===== src/rtl/regbank_4x64_sb_if.sv =====
// Writeback, read and issue signals of the 4x64 register bank with scoreboard.
// The master drives writes, read addresses and issue requests; the slave is the bank.
interface regbank_4x64_sb_if #(
  parameter int WIDTH = 64
);
  logic [3:0]       wr_en;
  logic [WIDTH-1:0] wr_data;
  logic [1:0]       rd_addr_a;
  logic [1:0]       rd_addr_b;
  logic [WIDTH-1:0] rd_data_a;
  logic [WIDTH-1:0] rd_data_b;
  logic             issue_valid;
  logic [1:0]       issue_dst;
  logic [1:0]       issue_src_a;
  logic [1:0]       issue_src_b;
  logic             stall;
  logic [3:0]       busy;
  logic             onehot_err;

  modport master (
    output wr_en, wr_data, rd_addr_a, rd_addr_b,
    output issue_valid, issue_dst, issue_src_a, issue_src_b,
    input  rd_data_a, rd_data_b, stall, busy, onehot_err
  );

  modport slave (
    input  wr_en, wr_data, rd_addr_a, rd_addr_b,
    input  issue_valid, issue_dst, issue_src_a, issue_src_b,
    output rd_data_a, rd_data_b, stall, busy, onehot_err
  );
endinterface


===== src/rtl/regbank_4x64_sb.sv =====
// 4-entry register bank, 2 read / 1 write, with write-to-read bypass and a
// busy-bit scoreboard that stalls issue while a source or destination is pending.
module regbank_4x64_sb #(
  parameter int WIDTH = 64
) (
  input logic              clk,
  input logic              reset,
  regbank_4x64_sb_if.slave bus
);

  logic [WIDTH-1:0] regs_q [4];
  logic [WIDTH-1:0] regs_d [4];
  logic [3:0]       busy_q;
  logic [3:0]       busy_d;
  logic             onehot_err_q;
  logic             onehot_err_d;

  logic             multi_hot;
  logic [3:0]       legal_we;
  logic [3:0]       eff_busy;
  logic [3:0]       set_mask;
  logic             stall;

  // x & (x-1) is nonzero exactly when two or more bits are set; such writes are dropped.
  always_comb begin
    multi_hot    = |(bus.wr_en & (bus.wr_en - 4'd1));
    legal_we     = multi_hot ? 4'b0000 : bus.wr_en;
    eff_busy     = busy_q & ~legal_we;
    stall        = bus.issue_valid & (eff_busy[bus.issue_src_a] |
                                      eff_busy[bus.issue_src_b] |
                                      eff_busy[bus.issue_dst]);
    set_mask     = (bus.issue_valid && !stall) ? (4'b0001 << bus.issue_dst) : 4'b0000;
    // Set is OR'd after the clear so a new producer on the same register wins.
    busy_d       = eff_busy | set_mask;
    onehot_err_d = multi_hot;
  end

  for (genvar gi = 0; gi < 4; gi++) begin : g_reg_next
    assign regs_d[gi] = legal_we[gi] ? bus.wr_data : regs_q[gi];
  end

  always_ff @(posedge clk) begin
    if (!reset) begin
      for (int i = 0; i < 4; i++) begin
        regs_q[i] <= '0;
      end
      busy_q       <= 4'b0000;
      onehot_err_q <= 1'b0;
    end else begin
      for (int i = 0; i < 4; i++) begin
        regs_q[i] <= regs_d[i];
      end
      busy_q       <= busy_d;
      onehot_err_q <= onehot_err_d;
    end
  end

  assign bus.rd_data_a  = legal_we[bus.rd_addr_a] ? bus.wr_data : regs_q[bus.rd_addr_a];
  assign bus.rd_data_b  = legal_we[bus.rd_addr_b] ? bus.wr_data : regs_q[bus.rd_addr_b];
  assign bus.stall      = stall;
  assign bus.busy       = busy_q;
  assign bus.onehot_err = onehot_err_q;

endmodule


===== src/flat_wrapper.sv =====
// flat-port wrapper written by rule: the top's interface ports become plain ports
module regbank_4x64_sb_flat 
#(
  parameter int WIDTH = 64
)
  (clk, reset, bus_wr_en, bus_wr_data, bus_rd_addr_a, bus_rd_addr_b, bus_issue_valid, bus_issue_dst, bus_issue_src_a, bus_issue_src_b, bus_rd_data_a, bus_rd_data_b, bus_stall, bus_busy, bus_onehot_err);
  regbank_4x64_sb_if #(.WIDTH(WIDTH)) bus_i ();
  input logic clk;
  input logic reset;
  input wire logic [$bits(bus_i.wr_en)-1:0] bus_wr_en;
  input wire logic [$bits(bus_i.wr_data)-1:0] bus_wr_data;
  input wire logic [$bits(bus_i.rd_addr_a)-1:0] bus_rd_addr_a;
  input wire logic [$bits(bus_i.rd_addr_b)-1:0] bus_rd_addr_b;
  input wire logic [$bits(bus_i.issue_valid)-1:0] bus_issue_valid;
  input wire logic [$bits(bus_i.issue_dst)-1:0] bus_issue_dst;
  input wire logic [$bits(bus_i.issue_src_a)-1:0] bus_issue_src_a;
  input wire logic [$bits(bus_i.issue_src_b)-1:0] bus_issue_src_b;
  output wire logic [$bits(bus_i.rd_data_a)-1:0] bus_rd_data_a;
  output wire logic [$bits(bus_i.rd_data_b)-1:0] bus_rd_data_b;
  output wire logic [$bits(bus_i.stall)-1:0] bus_stall;
  output wire logic [$bits(bus_i.busy)-1:0] bus_busy;
  output wire logic [$bits(bus_i.onehot_err)-1:0] bus_onehot_err;
  assign bus_i.wr_en = bus_wr_en;
  assign bus_i.wr_data = bus_wr_data;
  assign bus_i.rd_addr_a = bus_rd_addr_a;
  assign bus_i.rd_addr_b = bus_rd_addr_b;
  assign bus_i.issue_valid = bus_issue_valid;
  assign bus_i.issue_dst = bus_issue_dst;
  assign bus_i.issue_src_a = bus_issue_src_a;
  assign bus_i.issue_src_b = bus_issue_src_b;
  assign bus_rd_data_a = bus_i.rd_data_a;
  assign bus_rd_data_b = bus_i.rd_data_b;
  assign bus_stall = bus_i.stall;
  assign bus_busy = bus_i.busy;
  assign bus_onehot_err = bus_i.onehot_err;
  regbank_4x64_sb #(.WIDTH(WIDTH)) u_core (.clk(clk), .reset(reset), .bus(bus_i));
endmodule

===== config.mk =====
export PLATFORM = sky130hd
export DESIGN_NAME = regbank_4x64_sb_flat
export DESIGN_NICKNAME = d
export VERILOG_FILES = /design/src/rtl/regbank_4x64_sb_if.sv /design/src/rtl/regbank_4x64_sb.sv /design/src/flat_wrapper.sv
export SDC_FILE = /design/constraint.sdc
export NUM_CORES = 1
export LEC_CHECK = 0
export CAP_MARGIN = 0
export CORE_MARGIN = 2
export CORE_UTILIZATION = 56
export DETAILED_ROUTE_END_ITERATION = 8
export GPL_ROUTABILITY_DRIVEN = 1
export GPL_TIMING_DRIVEN = 0
export PLACE_DENSITY = 0.93
export SYNTH_ARGS = -nofsm -noshare
export SYNTH_HDL_FRONTEND = slang
export SYNTH_SLANG_ARGS = --single-unit

===== constraint.sdc =====
create_clock -name clk -period 3.5 [get_ports clk]
set_input_delay 0.525 -clock clk [delete_from_list [all_inputs] [get_ports clk]]
set_output_delay 0.525 -clock clk [all_outputs]
set_load 0.01 [all_outputs]

**After elaboration in Yosys (flattened, before gate mapping)**

Memory sizes are Yosys's and may differ from the RTL's.
Index checks and enable logic that the tools add are counted.

- Add/sub/neg operators: 1
- Order comparisons: 5
- Equal/unequal tests: 4
- Shifts and indexed selects: 1
- Mux-type cells: 24
- Bitwise logic cells: 11
- Reduce and logical (&&, ||, !) cells: 7

Operator list:

| kind | number |
|---|---|
| 64-bit 2-to-1 mux | 10 |
| 2-bit by 3-bit less-than comparator with 1-bit output (second input constant) | 5 |
| 1-bit binary-select mux with 2-bit select | 5 |
| 4-bit AND | 2 |
| 4-bit 2-to-1 mux | 2 |
| 2-bit AND reduction | 4 |
| 1-bit 2-to-1 mux | 7 |
| 1-bit OR | 6 |
| 1-bit != test (second input constant) | 4 |
| 4-bit NOT | 1 |
| 4-bit OR | 1 |
| 4-bit OR reduction | 1 |
| 1-bit by 2-bit << shifter with 4-bit output (first input constant) | 1 |
| 4-bit by 1-bit subtractor with 4-bit output (second input constant) | 1 |
| 1-bit AND | 1 |
| 1-bit logical AND | 1 |
| 1-bit zero test | 1 |

- Register bits: 5
- Bits in writable memories: 256
- Output and inout port bits: 134
- Logic and storage cells: 56
- Memories kept: 1

Memory list:

| name | words | width | rd ports | clocked after Yosys merged registers in | wr ports | line | source |
|---|---|---|---|---|---|---|---|
| u_core.regs_q | 4 | 64 | 2 | 0 | 4 | regbank_4x64_sb.sv:11 | `logic [WIDTH-1:0] regs_q [4];` |

**Logic depth before layout (Yosys ltp)**

- Depth after elaboration: 15
- Mapped depth: 8

**Worst setup path before layout**

OpenSTA, ideal clock, no wires.

- Path kind: input -> register
- From: input bus_wr_en[2]
- To: memory u_core.regs_q[0][0], enable pin
- Setup time: 0.432 ns
- Data arrival time: 2.691 ns
- Required time: 3.068 ns
- Path slack: 0.376 ns
- Cell stages on the path: 3
- Path through: buf_2 > nor4b_2 > nand2b_1

RTL lines:

| element | line | source |
|---|---|---|
| from (decl) | flat_wrapper.sv:10 | `input wire logic [$bits(bus_i.wr_en)-1:0] bus_wr_en;` |
| to (decl) | regbank_4x64_sb.sv:11 |  |

**Final worst setup path**

- From: input bus_rd_addr_b[1]
- To: output bus_rd_data_b[57]

- Cells in the longest elaborated chain, start to end: 3
- Elaborated cells on any way between the ends: 4

Ends and longest elaborated chain:

| element | line | source |
|---|---|---|
| from (decl) | flat_wrapper.sv:13 | `input wire logic [$bits(bus_i.rd_addr_b)-1:0] bus_rd_addr_b;` |
| 1-bit binary-select mux with 2-bit select | regbank_4x64_sb.sv:59 | `assign bus.rd_data_b = legal_we[bus.rd_addr_b] ? bus.wr_data : regs_q[bus.rd_addr_b];` |
| 1-bit 2-to-1 mux (not written as such) | regbank_4x64_sb.sv:59 |  |
| 64-bit 2-to-1 mux * | regbank_4x64_sb.sv:59 |  |
| to (decl) | flat_wrapper.sv:19 | `output wire logic [$bits(bus_i.rd_data_b)-1:0] bus_rd_data_b;` |

Every way passes the cells marked *; elsewhere a longest branch is shown, timed or not. The select of a mux whose other input is x is not followed.

==> run_results.csv <==
group,metric,value,unit
run_status,outcome,"completed",
sta,setup_violations,0,
power,p_per_area,431.7,nW/um^2
critical_path,crit_path_max_fanout,10,
sta,fin_ws,0.01252,ns
global_route,grt_max_degree,49,
synth,synth_compound_area_share,1.149,%
synth,synthCells,917,
sta,max_slew_margin,49.88,%
placed_design,dpl_worst_slack,-0.5373,ns
critical_path,crit_chain,"clkdlybuf4s50_1, clkbuf_2, clkbuf_2, mux4_2, mux2_4, clkdlybuf4s50_1",
cells_and_area,design_area,18940,um^2
critical_path,path_buf_inv,4,
global_route,overflow,0,
synth,ys_types,37,
power,p_leak,7.987,nW
sta,fmax,0.2867,GHz
route,wl_met2,19460,um
placed_design,portBuffers,213,
critical_path,worstPathArrival,2.96,ns
cells_and_area,area_delta_synth_final,25.16,%
clock_tree,htreeDepth,1,
route,viasPerCell,6.090,
synth,synthSimpleGateAreaFrac,12.40,%
placed_design,hpwl,24340,um
synth,synth.ff_latch_count,261,
critical_path,required,2.97,ns
route,remaining_drc_errors,0,
route,first_pass_iters,6,
sta,drv_slew,0,
clock_tree,path_clk_slew,0.06,ns
clock_tree,ctsLongestPathBuffers,3,
clock_tree,cts_tree,"built",
sta,finalHoldViolCount,0,
sta,tightest_slew,0.7518,ns
placed_design,gp_congestion,0.8013,
synth,yosysWarnings,0,
critical_path,path_delay_family,"buffers and inverters",
clock_tree,insertion_delay,0.52,ns
floorplan,dieArea,28350,um^2
synth,synth_top_family_by_area,"multiplexers",
critical_path,cp-start-kind,"primary input",
cells_and_area,nets,1246,
global_route,grt_pass1_vias,10164,
floorplan,start_util,56.62,%
flow_run,maxCapViolations,0,
floorplan,die_w,168.4,um
route,vias,9287,
synth,synthMuxAreaShare,31.70,%
sta,rsz0062_at_grt,"true",
critical_path,slowest_delay,0.56,ns
global_route,grt_pass1_wl,55960,um
clock_tree,cts-root-buf,"clkbuf_16",
route,postRouteAntennaNets,0,
min_path,hp-class,"primary input to flop",
synth,synth_area,15130,um^2
sta,fin_worst_skew,0.001958,ns
clock_tree,cts_made_buffers,27,
cells_and_area,drive_gt1_share,31.45,%
synth,yosys.area_share.adder,0,%
power,total_power,8.175,mW
power,vdd_drop_max,0.3058,mV
floorplan,rows,60,
critical_path,critPathSlowestCell,"clkdlybuf4s50_1",
global_route,antenna_found_initial,2,
sta,timing.final.crit_period,3.487,ns
clock_tree,cts_hold_buf,0,
route,routed_wl,36950,um
floorplan,ios,215,
route,route.met3.wl,2689,um
route,drtIter0Drc,626,
placed_design,dpl_cell_area,17810,um^2
floorplan,die_y,168.4,um
critical_path,crit_path_end_kind,"primary output",
route,highest_layer,"met5",
route,wire_per_inst,24.23,um
critical_path,path_class,"primary input to primary output",
route,wl_met1,13980,um
synth,synth_xor_area_share,0,%
sta,finalCritPeriodShare,99.64,%
sta,setup-tns-final,0,ns
synth,synth_nets,998,
floorplan,coreArea,26730,um^2
synth,synth-seq-area-share,51.47,%
clock_tree,cts.sinks,261,
synth,avgSynthCellArea,16.50,um^2
global_route,grt_use_total,26.03,%
sequential cells by signal, summed over array words and instances, names as in the netlist:
name,count
u_core.regs_q,256
u_core.bus.busy,4
u_core.bus.onehot_err,1
power breakdown:
part / internal (mW) / switching (mW)
sequential: 3.69 / 0.116
clock: 1.48 / 1.15
combinational: 1.04 / 0.710
final timing paths:
path / startpoint / to / slack (ns) / cells after the start
setup / recovery: bus_rd_addr_b[1] / bus_rd_data_b[57] / 0.01 / 6
hold / removal: bus_wr_en[2] / u_core.bus.busy[3] / 0.47 / 3
setup reg to reg: u_core.bus.busy[1] / u_core.bus.busy[1] / 1.99 / 5
hold reg to reg: u_core.bus.busy[3] / u_core.bus.busy[3] / 0.54 / 2
per-layer routing:
layer	track usage (%)	vias to the layer above
met4	7.909	2
met5	0	-
li1	-	4067
met2	46.63	428
met3	4.913	69
met1	32.24	4721
worst register-to-register path, delay by kind of cell, from the launching register on:
family / cells / cell delay, ns
compound gates: 4 / 0.95
flops: 1 / 0.34
buf+inv: 1 / 0.08
synth_stat cells:
| cell type | number | area (um^2) |
|---|---|---|
| o211ai_1 | 1 | 7.510 |
| mux2_2 | 1 | 11.26 |
| or3_1 | 1 | 6.260 |
| o31ai_2 | 1 | 12.51 |
| dfxtp_1 | 5 | 100.1 |
| nor4b_2 | 2 | 30.03 |
| o21ai_1 | 2 | 10.01 |
| buf_2 | 20 | 100.1 |
| nor2_1 | 5 | 18.77 |
| o2111ai_1 | 1 | 8.760 |
| mux4_2 | 128 | 2883 |
| buf_8 | 6 | 90.09 |
| a32oi_1 | 2 | 17.52 |
| clkbuf_1 | 15 | 56.30 |
| and3_1 | 4 | 25.02 |
| inv_1 | 5 | 18.77 |
| nor2_4 | 1 | 11.26 |
| nand2b_4 | 1 | 13.76 |
| nand3b_1 | 2 | 15.01 |
| o32ai_1 | 6 | 52.55 |
| buf_6 | 10 | 112.6 |
| mux2_4 | 120 | 1802 |
| o32a_1 | 2 | 20.02 |
| mux2_1 | 8 | 90.09 |
| nor4b_4 | 2 | 47.55 |
| nand2_1 | 12 | 45.04 |
| edfxtp_1 | 256 | 7687 |
| o21a_1 | 1 | 7.510 |
| a21oi_1 | 1 | 5.000 |
| o22ai_1 | 4 | 25.02 |
| clkbuf_2 | 24 | 120.1 |
| nor2b_1 | 3 | 18.77 |
| and2_1 | 256 | 1602 |
| nand2b_1 | 6 | 37.54 |
| a22oi_1 | 1 | 7.510 |
| mux2i_1 | 1 | 10.01 |
| nand3_1 | 1 | 5.000 |
cell type report:
type,count,area [um^2]
Sequential cell,261,7787
Buffer,75,575.6
Fill cell,1652,7787
Clock inverter,13,80.08
Clock buffer,34,701.9
Tap cell,341,426.7
Timing Repair Buffer,219,2470
Multi-Input combinational cell,576,6875
Antenna cell,1,2.502
Inverter,5,18.77
layout by cell type, fill, tap and decap left out, types with 5 or more instances in the layout:
cell,n
inv_1,5
buf_8,5
edfxtp_1,256
buf_4,11
dlymetal6s2s_1,92
clkinv_1,8
mux2_1,8
clkbuf_1,8
dfxtp_1,5
buf_6,15
mux2_4,120
clkbuf_16,27
nor2_1,5
nand2_1,11
clkbuf_2,33
and2_1,256
clkdlybuf4s50_1,119
buf_2,8
mux4_2,128
o32ai_1,6
logic make-up after synthesis:
family	after synthesis
AND/OR/NAND/NOR	296
flip-flops	261
multiplexers	258
buffers and inverters	80
AO/OA/AOI/OAI	22
per-stage QoR:
stage | hold WS, ns | util (%) | std cells
after detailed placement | 0.5334 | 66.66 | 1475
after floorplan | 0.5303 | - | 917
final | 0.4731 | 70.86 | 1525
after CTS | 0.4513 | 69.91 | 1524
after global routing | 0.5088 | 70.85 | 1524
after global placement | 0.5106 | 66.19 | 1471
timing repair:
action,in CTS,in global routing
pin swaps,1,0
buffers inserted,2,0
setup endpoints to repair,120,118
resized for setup,36,101
Power figures use the tool's default switching activity.
